[config.mk]
export PLATFORM = sky130hd
export DESIGN_NAME = jtbubl_gfx_romslot
export DESIGN_NICKNAME = d
export VERILOG_FILES = /design/src/rtl/jtbubl_gfx_romslot.sv
export SDC_FILE = /design/constraint.sdc
export NUM_CORES = 1
export LEC_CHECK = 0
export CORE_MARGIN = 3
export CORE_UTILIZATION = 28
export CTS_BUF_LIST = sky130_fd_sc_hd__clkbuf_4 sky130_fd_sc_hd__clkbuf_8 sky130_fd_sc_hd__clkbuf_16
export DETAILED_ROUTE_END_ITERATION = 8
export HOLD_SLACK_MARGIN = 0.12
export RECOVER_POWER = 100
export SLEW_MARGIN = 20
export SYNTH_ARGS = -nofsm -noshare
export SYNTH_HDL_FRONTEND = slang
export SYNTH_SLANG_ARGS = --single-unit
export TNS_END_PERCENT = 5
[constraint.sdc]
create_clock -name clk -period 2.55 [get_ports clk]
set_input_delay 0.255 -clock clk [delete_from_list [all_inputs] [get_ports clk]]
set_output_delay 0.255 -clock clk [all_outputs]
set_load 0.05 [all_outputs]
[src/rtl/jtbubl_gfx_romslot.sv]
// Graphics ROM slot: turns 32-bit gfx fetches into two-beat 16-bit SDRAM reads
// and keeps the last fetched word in a one-entry cache.
module jtbubl_gfx_romslot #(
   parameter logic [21:0] OFFSET = 22'h0
) (
   input  logic        clk,
   input  logic        rst,
   input  logic [17:0] gfx_addr,
   input  logic        gfx_cs,
   output logic [31:0] gfx_data,
   output logic        gfx_ok,
   output logic [21:0] sdram_addr,
   output logic        sdram_req,
   input  logic        sdram_ack,
   input  logic        sdram_dst,
   input  logic [15:0] sdram_din,
   output logic [1:0]  dbg_state_o
);

   // Handshake: sdram_req stays high from entry to REQ until sdram_ack is
   // sampled; each sdram_dst pulse in BEAT0/BEAT1 carries one 16-bit beat.
   typedef enum logic [1:0] {
      S_IDLE  = 2'd0,
      S_REQ   = 2'd1,
      S_BEAT0 = 2'd2,
      S_BEAT1 = 2'd3
   } state_t;

   state_t      state_q, state_d;
   logic [17:0] req_addr_q, req_addr_d;
   logic [17:0] cached_addr_q, cached_addr_d;
   logic [31:0] cached_data_q, cached_data_d;
   logic        valid_q, valid_d;
   logic [15:0] low_q, low_d;
   logic [21:0] sdram_addr_q, sdram_addr_d;

   assign gfx_ok      = gfx_cs & valid_q & (gfx_addr == cached_addr_q);
   assign gfx_data    = cached_data_q;
   assign sdram_addr  = sdram_addr_q;
   assign dbg_state_o = state_q;

   always_comb begin
      state_d       = state_q;
      req_addr_d    = req_addr_q;
      cached_addr_d = cached_addr_q;
      cached_data_d = cached_data_q;
      valid_d       = valid_q;
      low_d         = low_q;
      sdram_addr_d  = sdram_addr_q;
      sdram_req     = 1'b0;
      case (state_q)
         S_IDLE: begin
            if (gfx_cs && !gfx_ok) begin
               req_addr_d   = gfx_addr;
               // Address computed here so it is stable for the whole REQ phase
               sdram_addr_d = OFFSET + {3'b000, gfx_addr, 1'b0};
               valid_d      = 1'b0;
               state_d      = S_REQ;
            end
         end
         S_REQ: begin
            sdram_req = 1'b1;
            if (sdram_ack) begin
               state_d = S_BEAT0;
            end
         end
         S_BEAT0: begin
            if (sdram_dst) begin
               low_d   = sdram_din;
               state_d = S_BEAT1;
            end
         end
         S_BEAT1: begin
            if (sdram_dst) begin
               cached_data_d = {sdram_din, low_q};
               cached_addr_d = req_addr_q;
               valid_d       = 1'b1;
               state_d       = S_IDLE;
            end
         end
         default: begin
            state_d = S_IDLE;
         end
      endcase
   end

   always_ff @(posedge clk) begin
      if (rst) begin
         state_q       <= S_IDLE;
         req_addr_q    <= '0;
         cached_addr_q <= '0;
         cached_data_q <= '0;
         valid_q       <= 1'b0;
         low_q         <= '0;
         sdram_addr_q  <= '0;
      end else begin
         state_q       <= state_d;
         req_addr_q    <= req_addr_d;
         cached_addr_q <= cached_addr_d;
         cached_data_q <= cached_data_d;
         valid_q       <= valid_d;
         low_q         <= low_d;
         sdram_addr_q  <= sdram_addr_d;
      end
   end

endmodule

==> results.cfg <==
[run_status]
run_status = complete, no violations

[yosys]
synth_compound_area_frac = 0.105
yosys_most_used_dff = dfxtp_1
ys_types = 26
synth-seq-cells = 87
synth_xor_area_frac = 0.0445
yosys.area_share.simple = 0.235
syn-cell-area_um2 = 3540
async_flop_share = 0
synth_top_family_by_area = simple AND/OR/NAND/NOR gates
netlist_instances = 426
avgSynthCellArea_um2 = 8.31
synth_mux_area_frac = 0.0566
ys_seq_area_frac = 0.492
yosysWarnings = 0
synth_edf_count = 0
synth_fa_ha_area_frac = 0.0177

[timing]
setup_tns_ns = 0
fin_skew_ns = 0.00755
fin_crit_sh = 0.949
hold_viol_final = 0
drv_slew = 0
relSlewSlack = 0.103
max_freq_mhz = 413
tightest_slew_ns = 1.35
rsz0062_at_grt = no
setup_viol = 0
hold_slack_ns = 0.361
fin_crit_ns = 2.42

[run]
max-cap-violations = 0

[min_path]
hold_end = cached_addr_q[1]$_SDFFE_PP0P_
hold_start = rst
holdPathStages = 2
min_path_type = in -> reg

[clock_tree]
tritoncts = built
cts_root_buffer = clkbuf_16
clk_pin_slew_worst_paths_ns = 0.06
cts_num_sinks = 87
cts_inserted_buffers = 9
post_cts_buffers = 0
cts_resized = 0
cts_buffer_depth = 2
htreeDepth = 3
clock_latency_ns = 0.33
hold_buffers = 0

[power_and_ir_drop]
intPower_mw = 2.63
power.density_nw_per_um2 = 800
net-switching-power_mw = 1.28
seq_power_share = 0.400
p_clk_frac = 0.335
comb_power_share = 0.265
total_power_mw = 3.91
sw_frac_of_total = 0.327
leakage_nw = 1.85
ir_worst_vdd_uv = 319

[setup_path]
timing.critical_path.from_type = input port
r2r_end = sdram_addr[14]$_SDFFE_PP0P_
cp_max_fo = 3
timing.rr.start = cached_addr_q[11]$_SDFFE_PP0P_
worstRegToRegCells = 6
criticalPathCategory = in -> out
critPathCaptureType = primary output
reg2reg_slack_ns = 0.19
arrival_ns = 2.16
required_ns = 2.30

[drt]
routedWlPerCell_um = 14.0
drc = 0
drt_iter0_drc = 165
ant_nets = 0
firstDrtPassIters = 4
vias = 2988
avgViaCountPerCell = 4.41
routed_wl_um = 9480

[floorplanning]
initial_utilization = 0.291
core.rowCount = 40
ioPinCount = 97
die_w_um = 118
die_h_um = 118
core_area_um2 = 12200
die-area_um2 = 14000

[cells_and_area]
fin_nets = 549
final_cell_mix = nand2_1 (135), dfxtp_1 (87), a21oi_1 (67)
final_common_cell = nand2_1
antenna-diode-count = 0
n_fill_cell = 1207
area_growth_pct = 38.1
drive_gt1_frac = 0.0491

[global_routing]
grt_max_degree = 51
grt_pass1_vias = 2920
grtUsageTotal = 0.133
antenna_found_initial = 0
grt_remaining_overflow = 0
grt_first_pass_wirelength_um = 15100

[place]
dp_hpwl_um = 6680
port-buffer-count = 92
finalWeightedCongestion = 0.745
## metal layers
metal | up-vias | global-route usage | wire, um
met5 | - | 0 | 0
met4 | 0 | 0.0500 | 125
met3 | 8 | 0.0340 | 511
met2 | 68 | 0.220 | 4510
met1 | 1393 | 0.168 | 4340
li1 | 1519 | - | -
## stage by stage
| stage | util | std cells | setup WS (ns) | cell area [um2] |
|---|---|---|---|---|
| 2_1_floorplan | - | 429 | 0.596 | 3550 |
| 3_3_place_gp | 0.380 | 662 | 0.123 | 4620 |
| 3_5_place_dp | 0.380 | 662 | 0.0908 | 4620 |
| 4_1_cts | 0.404 | 677 | 0.0897 | 4910 |
| 5_1_grt | 0.402 | 677 | 0.0346 | 4890 |
| 6_report | 0.402 | 677 | 0.131 | 4890 |
## cell usage after synthesis (2+ instances only)
master / count / share of area
buf_1: 5 / 0.0053
a21oi_1: 67 / 0.095
xnor2_1: 12 / 0.030
clkbuf_1: 21 / 0.022
nand4_1: 3 / 0.0053
ha_1: 5 / 0.018
mux2i_1: 20 / 0.057
nand2b_1: 40 / 0.071
dfxtp_1: 87 / 0.49
nand2_1: 136 / 0.14
a211oi_1: 2 / 0.0042
xor2_1: 6 / 0.015
buf_4: 4 / 0.0085
nor2_1: 2 / 0.0021
inv_1: 4 / 0.0042
and2_1: 2 / 0.0035
## area by class of cell
cell class	count	area, um2	area share
Multi-Input combinational cell	306	1650	0.338
Clock inverter	3	43.8	0.00896
Sequential cell	87	1740	0.356
Tap cell	168	210	0.0430
Timing Repair Buffer	97	973	0.199
Clock buffer	12	254	0.0519
Inverter	4	15.0	0.00307
## power by group through the flow
stage,sequential (mW),clock (mW),combinational [mW]
after floorplan,1.86,0,0.466
after global placement,1.59,0,1.09
after detailed placement,1.59,0,1.10
after CTS,1.57,1.36,1.10
after global routing,1.58,1.40,1.11
final,1.56,1.31,1.04
## worst max-delay path, stage by stage
cell	delay (ns)
clkdlybuf4s50_1	0.43
xor2_1	0.15
or4_1	0.57
nor4_4	0.34
and2_2	0.19
clkbuf_4	0.22
## registers in the layout (all words and copies together), names as in the netlist
| signal | cells |
|---|---|
| low_q | 16 |
| dbg_state_o | 2 |
| gfx_data | 32 |
| valid_q | 1 |
| cached_addr_q | 18 |
| sdram_addr | 18 |
## worst max-delay path by stage
stage / startpoint / endpoint / slack, ns / cells past startpoint
final: gfx_addr[11] / gfx_ok / 0.13 / 6
after global routing: gfx_addr[11] / sdram_addr[3]$_SDFFE_PP0P_ / 0.03 / 7
after CTS: cached_addr_q[11]$_SDFFE_PP0P_ / gfx_ok / 0.09 / 5
after detailed placement: gfx_addr[11] / gfx_ok / 0.09 / 6
after global placement: gfx_addr[11] / gfx_ok / 0.12 / 6
after floorplan: dbg_state_o[1]$_SDFFE_PP0P_ / dbg_state_o[0]$_SDFFE_PP0P_ / 0.60 / 6
## cells by family (layout without fill, tap and decap cells)
| group | after synthesis | after routing |
|---|---|---|
| compound gates | 72 | 72 |
| simple gates | 187 | 187 |
| flops | 87 | 87 |
| other cells | 1 | 4 |
| mux | 20 | 20 |
| xor+xnor | 18 | 18 |
| buf+inv | 36 | 116 |
| fa+ha+maj | 5 | 5 |
Power figures use the tool's default switching activity.
==> edit 1: new RTL, same flow settings <==
Make the reset (`rst`) asynchronous in one clocked block.
--- a/src/rtl/jtbubl_gfx_romslot.sv
+++ b/src/rtl/jtbubl_gfx_romslot.sv
@@ -84,7 +84,7 @@
       endcase
    end
 
-   always_ff @(posedge clk) begin
+   always_ff @(posedge clk or posedge rst) begin
       if (rst) begin
          state_q       <= S_IDLE;
          req_addr_q    <= '0;
Function: differs if rst is asserted again (counterexample within 4 cycles, from zero or initial values and one cycle with rst high); with rst held inactive, the same outputs for 4 cycles.
==> edit 1 against the unedited design <==
The flow now finishes with violations (max-capacitance violations, max-slew violations). Setup slack got worse by 10 ps. Non-clock buffer count increased by 5. Synthesized area increased by 3.7%. Sequential cell count unchanged. Core utilization about the same. Clock skew decreased by 3.3 ps. Wire length decreased by 19%. Critical path depth unchanged. Synthesized cell count decreased by 43%. Design area increased by 4.6%. Count of clock-buffer cells in the layout unchanged.
Power is not compared: it rests on default switching activity, and its combinational part moved more than twofold at a synthesized area within 25%.
==> edit 1: results (changes against the unedited design) <==
[synth]
ys.flop_type=dfrtp_1
ys_types=30  ; +15%
ys_seq_area_frac=0.5932  ; +0.1012
yosysWarnings=0  ; unchanged
synth_common_cells=87 x dfrtp_1, 75 x mux2_2, 10 x xor2_1, 9 x mux2_4, 8 x xnor2_1
synthArstFlopShare=1.000  ; +1.000
syn_area_per_cell_um2=15.10  ; +82%
synth_area_leaders=dfrtp_1 59%, mux2_2 23%, mux2_4 3.7%

[global_routing]
grt_max_degree=52  ; +2.0%
grt_pass1_vias=2440  ; -16%
grt_pass1_wl_um=12630  ; -17%
grtUsageTotal=0.1126  ; -0.02084
antenna_found_initial=0  ; unchanged

[worst_setup_path]
r2r_start=cached_addr_q[17]
reg2reg_to=sdram_addr[9]
cp_top_family=simple AND/OR/NAND/NOR gates
path_class=reg -> out
crit_arrival_ps=2170
r2r_slack_ps=220  ; +30 ps
crit_end=gfx_ok
slowest_stage=or4_4
crit_fanout=5  ; +2
cpPeakStageDelay_ps=590  ; +20 ps

[hold_path]
hp-class=reg -> reg

[detailed_routing]
drt_iter0_markers=38  ; -77%
wl_um=7702  ; -19%
firstDrtPassIters=4  ; unchanged
num_vias=2253  ; -25%

[final_layout]
n_antenna_cell=0  ; unchanged
largest_register_ffs=32  ; unchanged
fin_nets=391  ; -29%
drive_above_1_share=0.2991  ; +0.2500
finalNonFillerCells=523  ; -23%
fill_cells=1251  ; +3.6%

[clock_tree]
clockBufferDepth=2  ; unchanged
cts_buffers=9  ; unchanged
path_clk_slew_ps=60  ; about the same
htree_levels=3  ; unchanged
cts_root_buf=clkbuf_16
post_cts_buffers=0  ; unchanged

[placed_design]
place_area_mm2=0.004876  ; +5.6%
placedCellCount=508  ; -23%
portBuffers=92  ; unchanged
hpwl_um=5388  ; -19%
pre_cts_ws_ps=-191.1  ; -282.0 ps
gp_congestion=0.7193  ; -3.4%

[sta]
skew_ps=4.233  ; -3.318 ps
slew_violations=39  ; +39
layout_worst_path_cycle_share=0.9525  ; +0.003912
setup_viol=0  ; unchanged
worstMarginPinSlew_ps=1745  ; +399.4 ps

[power_and_ir_drop]
leakage_nw=2.172
ir_drop_mv=0.7055

[outcome]
violations=max-capacitance violations, max-slew violations
status=finished with violations

[job]
cap_viol_max_count=1  ; +1

-- edit 1: cell count changes after synthesis, sizes merged, moves of 4 or more --
cell    unedited run  this run
xor2               6        10
nand2b            40         0
clkbuf            21         1
mux2               0        84
dfxtp             87         0
a21oi             67         0
nand2            136         5
mux2i             20         0
xnor2             12         8
dfrtp              0        87
-- edit 1: cell type report --
class	instances	area, um^2	area share
clock inverters	3	45.04	0.008808
well taps	172	215.2	0.04208
repair buffers	102	1008	0.1972
flip-flops and latches	87	2177	0.4257
inverters	5	20.02	0.003915
clock buffers	12	247.7	0.04845
multi-input cells	142	1400	0.2738
-- edit 1: power breakdown --
group	internal, mW	switching [mW]	total, mW
logic	1.48	2.33	3.81
clock network	0.786	0.514	1.30
registers	2.10	0.408	2.51
total	4.37	3.26	7.62
-- edit 1: repair_timing --
action	in CTS	in global routing
resized for setup	2	0
setup endpoints to repair	1	1
pin swaps	0	2
-- edit 1: metal layers --
metal,share of wire,global-route usage
met3,0.097,0.05893
met1,0.43,0.1368
met5,0,0
met2,0.46,0.1729
met4,0.014,0.03612
-- edit 1: worst min-delay path by stage --
stage / start / to / slack, ps / cells past startpoint
floorplan: gfx_addr[17] / sdram_addr[18] / 400 / 1
global placement: valid_q / valid_q / 470 / 1
detailed placement: valid_q / valid_q / 480 / 1
CTS: rst / gfx_data[20] / 350 / 2
global route: low_q[14] / gfx_data[14] / 510 / 1
finish: valid_q / valid_q / 490 / 1
-- edit 1: logic make-up (layout without fill, tap and decap cells) --
kind of cell,count (synthesis),after routing,synth area share
compound gates,7,7,0.01910
flops,87,87,0.5932
buf+inv,17,122,0.02489
other cells,1,4,0.001022
fa+ha+maj,5,5,0.01705
xor+xnor,18,18,0.04296
simple gates,24,24,0.03478
mux,84,84,0.2670
==> edit 2: new RTL, config.mk and constraints unchanged <==
Made on the original files. Put one more register stage on the output `dbg_state_o`, with the module's reset. The value now appears one clock later. The other outputs are not delayed to match.
--- a/src/rtl/jtbubl_gfx_romslot.sv
+++ b/src/rtl/jtbubl_gfx_romslot.sv
@@ -37,7 +37,13 @@
    assign gfx_ok      = gfx_cs & valid_q & (gfx_addr == cached_addr_q);
    assign gfx_data    = cached_data_q;
    assign sdram_addr  = sdram_addr_q;
-   assign dbg_state_o = state_q;
+   always_ff @(posedge clk) begin
+      if (rst) begin
+         dbg_state_o <= '0;
+      end else begin
+         dbg_state_o <= state_q;
+      end
+   end
 
    always_comb begin
       state_d       = state_q;
Check against the original RTL: not equivalent (Yosys sat finds a counterexample within 4 cycles, from zero or initial values and one cycle with rst high).
==> edit 2 against the unedited design <==
Core utilization down 1.1 points. Fmax up 4.3%. Non-clock buffer count unchanged. Hold slack worse by 50 ps. Via count up 0.90%. Largest cell class unchanged. Wire length down 4.7%. Design area up 1.3%. Setup slack better by 99 ps. Synthesized area up 3.3%. Sequential cell count up 2. Total power down 1.1%. Synthesized cell count up 2.6%.
==> edit 2: results (changes against the unedited design) <==
[final_layout]
fin_nets=560  ; +2.0%
fill_cells=1308  ; +8.4%
drive_above_1_share=0.04808  ; -0.001039

[placed_design]
hpwl_um=6251  ; -6.4%
place_area_mm2=0.004717  ; +2.2%
pre_cts_ws_ps=239.4  ; +148.6 ps
gp_congestion=0.7982  ; +7.2%

[power_and_ir_drop]
p_total_mw=3.868  ; -1.1%
ir_drop_mv=0.2878  ; -9.9%
leakage_nw=1.854  ; +0.26%

[synth]
ys_types=31  ; +19%
synth_area_leaders=dfxtp_1 49%, nand2_1 14%, a21oi_1 9.6%
ys.flop_type=dfxtp_1
synth_common_cells=135 x nand2_1, 89 x dfxtp_1, 70 x a21oi_1, 38 x nand2b_1, 23 x clkbuf_1
yosysWarnings=0  ; unchanged
ys_seq_area_frac=0.4872  ; -0.004876

[global_routing]
antenna_found_initial=1  ; +1
grt_pass1_wl_um=14340  ; -5.3%
grtUsageTotal=0.1238  ; -0.009615
grt_max_degree=92  ; +80%
grt_pass1_vias=2753  ; -5.7%

[detailed_routing]
wl_per_cell_um=13.06  ; -6.8%
via_per_inst=4.357  ; -1.3%
drt_iter0_markers=126  ; -24%

[clock_tree]
cts_buffers=9  ; unchanged

[sta]
relSlewSlack=0.3634  ; +0.2607
skew_ps=6.730  ; -0.8219 ps

[outcome]
status=completed

[worst_setup_path]
crit_arrival_ps=2060  ; -100 ps

## edit 2: area by class of cell
| type | count | area [um^2] | area share |
|---|---|---|---|
| multi-input cells | 315 | 1710 | 0.3452 |
| well taps | 172 | 215.2 | 0.04343 |
| repair buffers | 97 | 952.2 | 0.1922 |
| inverters | 4 | 15.01 | 0.003030 |
| clock buffers | 10 | 239.0 | 0.04823 |
| flip-flops and latches | 89 | 1782 | 0.3596 |
| clock inverters | 5 | 41.29 | 0.008333 |
## edit 2: critical path: stages
cell and delay, ps:
clkdlybuf4s50_1 510, xnor2_1 140, nand4_1 230, nor4_4 460, and3_1 200, clkbuf_2 270
## edit 2: routing by layer
layer | global-route usage | wire length [um]
met2 | 0.1992 | 4281
met1 | 0.1607 | 4198
met4 | 0.05524 | 161
met3 | 0.02526 | 386
met5 | 0 | 10
## edit 2: through the flow
stage,util,cells,hold slack (ps)
6_report,0.3910,692,310.9
5_1_grt,0.3910,692,355.1
4_1_cts,0.3944,692,292.8
3_5_place_dp,0.3723,677,441.7
3_3_place_gp,0.3723,677,437.2
2_1_floorplan,-,440,391.0
## edit 2: cell families (layout without fill, tap and decap cells)
group | after synthesis | in the layout | synth area share
AND/OR/NAND/NOR | 192 | 192 | 0.2395
flip-flops | 89 | 89 | 0.4872
AO/OA/AOI/OAI | 76 | 76 | 0.1098
buffers and inverters | 36 | 116 | 0.04755
multiplexers | 20 | 20 | 0.05474
XOR/XNOR | 18 | 18 | 0.04311
adder cells (fa/ha/maj) | 5 | 5 | 0.01711
other | 1 | 4 | 0.001025
## edit 2: where the power goes
group / internal, mW / leakage (nW) / switching [mW]
combinational: 0.362 / 1.00 / 0.674
clock: 0.688 / 0.131 / 0.554
sequential: 1.51 / 0.721 / 0.0791
total: 2.56 / 1.85 / 1.31
## edit 2: path summary, 6_finish.rpt
| kind | start | end | slack [ps] | depth (start not counted) |
|---|---|---|---|---|
| max | gfx_addr[13] | gfx_ok | 230 | 6 |
| min | rst | dbg_state_o[0] | 310 | 2 |
| max reg2reg | state_q[0] | gfx_data[26] | 370 | 5 |
| min reg2reg | gfx_data[3] | gfx_data[3] | 450 | 2 |
